**src/rtl/pwm_multi.sv**
```systemverilog
// Multi-channel double-buffered PWM generator sharing one prescaled period counter.
// Define PWM_MULTI_CENTER_ALIGN_EN for an up/down (center-aligned) counter.
module pwm_multi #(
  parameter int N  = 8,
  parameter int C  = 4,
  parameter int P  = 16,
  parameter int CW = (C > 1) ? $clog2(C) : 1
) (
  input  logic          clk,
  input  logic          rst,
  input  logic          ena,
  input  logic [P-1:0]  prescale,
  input  logic          wr_en,
  input  logic [CW-1:0] wr_ch,
  input  logic [N-1:0]  wr_duty,
  output logic [C-1:0]  out,
  output logic          period_start
);

  localparam logic [N-1:0] MAX_CNT = '1;
  localparam logic [N-1:0] ONE     = N'(1);
  localparam logic [N-1:0] MAX_M1  = MAX_CNT - ONE;
  localparam logic [CW:0]  NUM_CH  = (CW+1)'(C);

  logic [P-1:0] r_pcnt;
  logic [N-1:0] r_cnt;
  logic [N-1:0] r_shadow [C];
  logic [N-1:0] r_active [C];
  logic [C-1:0] r_pending;
  logic [C-1:0] r_out;
  logic         r_period_start;

  logic         w_tick;
  logic         w_bound;
  logic         w_wr_ok;

  // Write port: wr_en is a one-cycle valid with no ready; every strobe to an
  // existing channel is accepted, strobes to wr_ch >= C are dropped.
  assign w_wr_ok = wr_en && ({1'b0, wr_ch} < NUM_CH);

  // A pcnt above a freshly lowered prescale simply runs on and wraps.
  assign w_tick = (r_pcnt == prescale);

  always_ff @(posedge clk) begin
    if (rst) begin
      r_pcnt <= '0;
    end else if (w_tick) begin
      r_pcnt <= '0;
    end else begin
      r_pcnt <= r_pcnt + 1'b1;
    end
  end

`ifdef PWM_MULTI_CENTER_ALIGN_EN
  logic r_dir;  // 1 while counting down

  assign w_bound = w_tick && r_dir && (r_cnt == ONE);

  always_ff @(posedge clk) begin
    if (rst) begin
      r_cnt <= '0;
      r_dir <= 1'b0;
    end else if (w_tick) begin
      if (!r_dir) begin
        r_cnt <= r_cnt + ONE;
        if (r_cnt == MAX_M1) r_dir <= 1'b1;
      end else begin
        r_cnt <= r_cnt - ONE;
        if (r_cnt == ONE) r_dir <= 1'b0;
      end
    end
  end
`else
  assign w_bound = w_tick && (r_cnt == MAX_CNT);

  always_ff @(posedge clk) begin
    if (rst) begin
      r_cnt <= '0;
    end else if (w_tick) begin
      r_cnt <= r_cnt + ONE;
    end
  end
`endif

  // The write follows the boundary load so a coincident write stays pending.
  always_ff @(posedge clk) begin
    if (rst) begin
      r_pending      <= '0;
      r_out          <= '0;
      r_period_start <= 1'b0;
      for (int c = 0; c < C; c++) begin
        r_shadow[c] <= '0;
        r_active[c] <= '0;
      end
    end else begin
      r_period_start <= w_bound;
      for (int c = 0; c < C; c++) begin
        if (w_bound && r_pending[c]) begin
          r_active[c]  <= r_shadow[c];
          r_pending[c] <= 1'b0;
        end
        if (w_wr_ok && (int'(wr_ch) == c)) begin
          r_shadow[c]  <= wr_duty;
          r_pending[c] <= 1'b1;
        end
        if (!ena) begin
          r_out[c] <= 1'b0;
        end else if (r_active[c] == MAX_CNT) begin
          r_out[c] <= 1'b1;
        end else begin
          r_out[c] <= (r_cnt < r_active[c]);
        end
      end
    end
  end

  assign out          = r_out;
  assign period_start = r_period_start;

endmodule
```
**config.mk**
```make
export PLATFORM = sky130hd
export DESIGN_NAME = pwm_multi
export DESIGN_NICKNAME = d
export VERILOG_FILES = /design/src/rtl/pwm_multi.sv
export SDC_FILE = /design/constraint.sdc
export NUM_CORES = 1
export LEC_CHECK = 0
export ABC_CLOCK_PERIOD_IN_PS = 4800
export CAP_MARGIN = 20
export CORE_MARGIN = 1.5
export CORE_UTILIZATION = 30
export DETAILED_ROUTE_END_ITERATION = 10
export GPL_TIMING_DRIVEN = 0
export PLACE_DENSITY_LB_ADDON = 0.12
export SLEW_MARGIN = 20
export SYNTH_ARGS = -nofsm -noshare
export SYNTH_HDL_FRONTEND = slang
export SYNTH_SLANG_ARGS = --single-unit
```
**constraint.sdc**
```tcl
create_clock -name clk -period 4.8 [get_ports clk]
set_input_delay 0.96 -clock clk [delete_from_list [all_inputs] [get_ports clk]]
set_output_delay 0.96 -clock clk [all_outputs]
set_load 0.005 [all_outputs]
```
# [Yosys cells after proc, flatten, opt, wreduce, memory -nomap -nowiden]
# Memories as Yosys holds them, arrays and structs flattened.
# Cells that the tools add are included.
[totals] register_bits=33 latchBits=0 mem_bits_rw=64 rom_bits=0 in_bits=30 out_inout_bits=5 mem_count=2
[classes] add_sub_neg=2 mul=0 n_div=0 order_cmp=4 n_eq_ne=9 n_shift=0 muxes=46 bitwise_logic=9 n_reduce_logical=16
[mem_list] name="r_active" depth=4 width=8 read_ports=4 rd_clocked_by_memory_dff=0 write_ports=4 line="28" source="logic [N-1:0] r_active [C];"
[mem_list] name="r_shadow" depth=4 width=8 read_ports=4 rd_clocked_by_memory_dff=0 write_ports=4 line="27" source="logic [N-1:0] r_shadow [C];"
[op_table] op="2-to-1 mux 8 bit" n=8
[op_table] op="== test 8 bit, second input constant" n=5
[op_table] op="2-to-1 mux 1 bit" n=38
[op_table] op="less-than comparator 8 bit" n=4
[op_table] op="adder 16 x 1 -> 16 bit, second input constant" n=1
[op_table] op="== test 16 bit" n=1
[op_table] op="logical AND 1 bit" n=9
[op_table] op="adder 8 x 1 -> 8 bit, second input constant" n=1
[op_table] op="OR 1 bit" n=8
[op_table] op="nonzero test 2 bit" n=4
[op_table] op="== test 2 bit, second input constant" n=2
[op_table] op="OR reduction 2 bit" n=2
[op_table] op="== test 2 x 1 -> 1 bit, second input constant" n=1
[op_table] op="zero test 2 bit" n=1
[op_table] op="NOT 1 bit" n=1

# [Depth between registers and ports, before layout]
[depth] word_depth=7 depth_mapped=7 mapped_depth_nobuf=7

# [Least setup slack after synthesis]
# Ideal clock, no wire load.
[synth_path] path_type="input-to-reg" start="input port prescale[10]" end="memory r_active[0][0] (enable)" setup_time_ps=326 arrival_ps=2294 required_ps=4474 setup_slack_ps=2180 stages=6 path_buffers=1 path_cell_list="xor2_1 nor4_1 nand4_1 buf_2 nor2_1 a21o_1"
[synth_rtl] element="start: declaration" line="12" source="input logic [P-1:0] prescale,"
[synth_rtl] element="end: declaration" line="28"

==> results.json <==
{
  "core_mm2": 0.01520,
  "gp_congestion": 0.7284,
  "ys_async_sr_fraction_pct": 0,
  "wl_um": 9271,
  "path_cells": "clkdlybuf4s50_1 > xor2_1 > nor4_1 > nand4_1 > buf_2 > nor2_1 > a21o_1",
  "status": "finished, final reports clean",
  "fp.dieW_um": 127.8,
  "final_antenna_net_count": 0,
  "yosys.area.top_type_share_pct": 41.11,
  "synth_warnings": 0,
  "slowest_delay_ns": 0.42,
  "ys.flop_type": "edfxtp_1",
  "max_freq_ghz": 0.3057,
  "vias_per_cell": 4.542,
  "rrSetupSlack_ns": 2.15,
  "rsz0062_at_grt": "no",
  "grt_antenna_before_repair": 0,
  "netlist_instances": 414,
  "clock_latency_ns": 0.34,
  "num_vias": 2957,
  "grt_pass1_vias": 2967,
  "cap_violations": 0,
  "ff2ff_path_depth": 6,
  "setup_tns_ns": 0,
  "rows": 45,
  "grt_pass1_wl_um": 15260,
  "syn2layout_area_growth_pct": 18.50,
  "cts_resized": 0,
  "powerDensity_mw_per_mm2": 318.3,
  "path_clk_slew_ns": 0.06,
  "power_mw": 1.763,
  "drt-initial-drc-count": 138,
  "final_area_mm2": 0.005539,
  "hpwl_um": 7331,
  "firstDrtPassIters": 4,
  "crit_path_end_kind": "register",
  "slew_headroom_pct": 42.16,
  "yosys-top-cells-count": "and2_1 (66), edfxtp_1 (64), dfxtp_1 (33)",
  "worstPathArrival_ns": 3.28,
  "path_delay_family": "simple AND/OR/NAND/NOR gates",
  "worstSetupPathType": "in -> reg",
  "root_buffer": "clkbuf_16",
  "drv_slew": 0,
  "r2r_start": "r_pcnt[11]",
  "drc": 0,
  "cts_setup_buffers": 0,
  "place_area_mm2": 0.005240,
  "hold_depth": 1,
  "timing.final.crit_share_pct": 68.15,
  "die-area_mm2": 0.01634,
  "grt_util_all_layers_pct": 12.38,
  "hold_path_class": "reg -> reg",
  "clock_skew_ns": 0.005303,
  "worstPathMaxFanout": 10,
  "setup_viol": 0,
  "start_util_pct": 30.75,
  "min_period_ns": 3.271,
  "n_fill_cell": 1546,
  "cp-start-kind": "primary input",
  "seq_area_frac_synth_pct": 55.25,
  "numCtsBuffers": 9,
  "cts_tree": "done",
  "syn_nets": 474,
  "synth.distinct_cells": 32,
  "nets": 518,
  "synth.most_common_cell": "and2_1",
  "ys_seq_elements": 97,
  "worst_slew_pin_slew_ns": 0.8658,
  "power.leakage_nw": 2.273,
  "port_buffers": 33,
  "synth_edf_count": 64,
  "io_pins": 35,
  "final-hold-violation-count": 0,
  "numClockSinks": 97,
  "drive_above_1_share_pct": 3.672,
  "final_util_pct": 36.44,
  "ir_drop_v": 0.0001402,
  "min_to": "r_pcnt[0]",
  "min-delay-start": "r_pcnt[0]",
  "dieHeight_um": 127.8,
  "syn_area_per_cell_um2": 11.29,
  "netlist_area_mm2": 0.004674,
  "grt_max_degree": 17,
  "worst_r2r_endpoint": "r_active[3][0]",
  "path_buf_inv": 2,
  "cts_max_level": 3,
  "yosysTopAreaCell": "edfxtp_1",
  "grt.overflow.total": 0,
  "crit_slowest_cell": "nor2_1",
  "clock_path_buffers": 2,
  "ctsHoldBuffers": 0,
  "synthTopCellsByArea": "edfxtp_1 (41%), dfxtp_1 (14%), and2_1 (8.8%), ha_1 (8.0%), xor2_1 (4.3%)",
  "critPathRequiredTime_ns": 4.81,
  "routedWlPerCell_um": 14.24,
  "antenna_cells": 0
}
sequential cells by signal (all words and copies together), names as in the netlist:
name          count
r_shadow         32
r_active         32
out               4
r_pcnt           16
period_start      1
r_pending         4
r_cnt             8
routing by layer:
metal	vias to the layer above	global-route usage (%)	routed length, um
met3	8	3.881	392
met2	58	21.47	4586
met1	1345	14.68	4177
met5	-	0	0
li1	1546	-	-
met4	0	3.767	114
layout make-up:
type	count	area (um^2)	area share (%)
inverter	32	120.1	2.169
multi-input combinational	278	1944	35.10
sequential	97	2582	46.62
tap	188	235.2	4.247
clock inverter	5	56.30	1.016
buffer	7	27.53	0.4970
clock buffer	11	242.7	4.382
timing repair buffer	33	330.3	5.963
where the power goes:
group          switching (mW)  internal, mW
clock network           0.303         0.417
logic                  0.0510        0.0465
registers              0.0161         0.929
total                   0.370          1.39
how the worst max path moves through the flow:
| stage | from | endpoint | cells past startpoint |
|---|---|---|---|
| after global routing | prescale[8] | r_active[2][1] | 7 |
| final | prescale[8] | r_active[3][0] | 7 |
| after detailed placement | prescale[8] | r_active[2][5] | 7 |
| after global placement | prescale[8] | r_active[2][5] | 7 |
| after CTS | prescale[8] | r_active[2][0] | 7 |
| after floorplan | prescale[10] | r_active[0][0] | 6 |
metrics by stage:
stage | hold WS, ns | cells | worst slack, ns
after floorplan | 0.4513 | 414 | 2.180
after global placement | 0.4829 | 635 | 1.116
after detailed placement | 0.4837 | 635 | 1.131
after CTS | 0.4989 | 651 | 1.483
after global routing | 0.5352 | 651 | 1.297
final | 0.4976 | 651 | 1.529
cells by family (layout without fill, tap and decap cells):
family,after synthesis,count (layout),share of synthesized area (%)
and+or+nand+nor,164,164,19.94
DFF,97,97,55.25
AOI/OAI and AO/OA,52,52,7.602
buffers and inverters,39,88,3.158
xor gates and xnor gates,31,31,5.808
adders and majority gates,30,30,8.030
muxes,1,1,0.2141
cell usage in the layout, fill, tap and decap left out, types with 9 or more instances in the layout:
| cell type | count |
|---|---|
| nand4_1 | 13 |
| nor2_1 | 27 |
| clkbuf_16 | 9 |
| a21oi_1 | 14 |
| a21o_1 | 16 |
| dfxtp_1 | 33 |
| nand2b_1 | 11 |
| inv_1 | 32 |
| clkdlybuf4s50_1 | 33 |
| and2_1 | 66 |
| xor2_1 | 23 |
| edfxtp_1 | 64 |
| ha_1 | 30 |
| nand2_1 | 14 |
(Power assumes the default switching activity.)
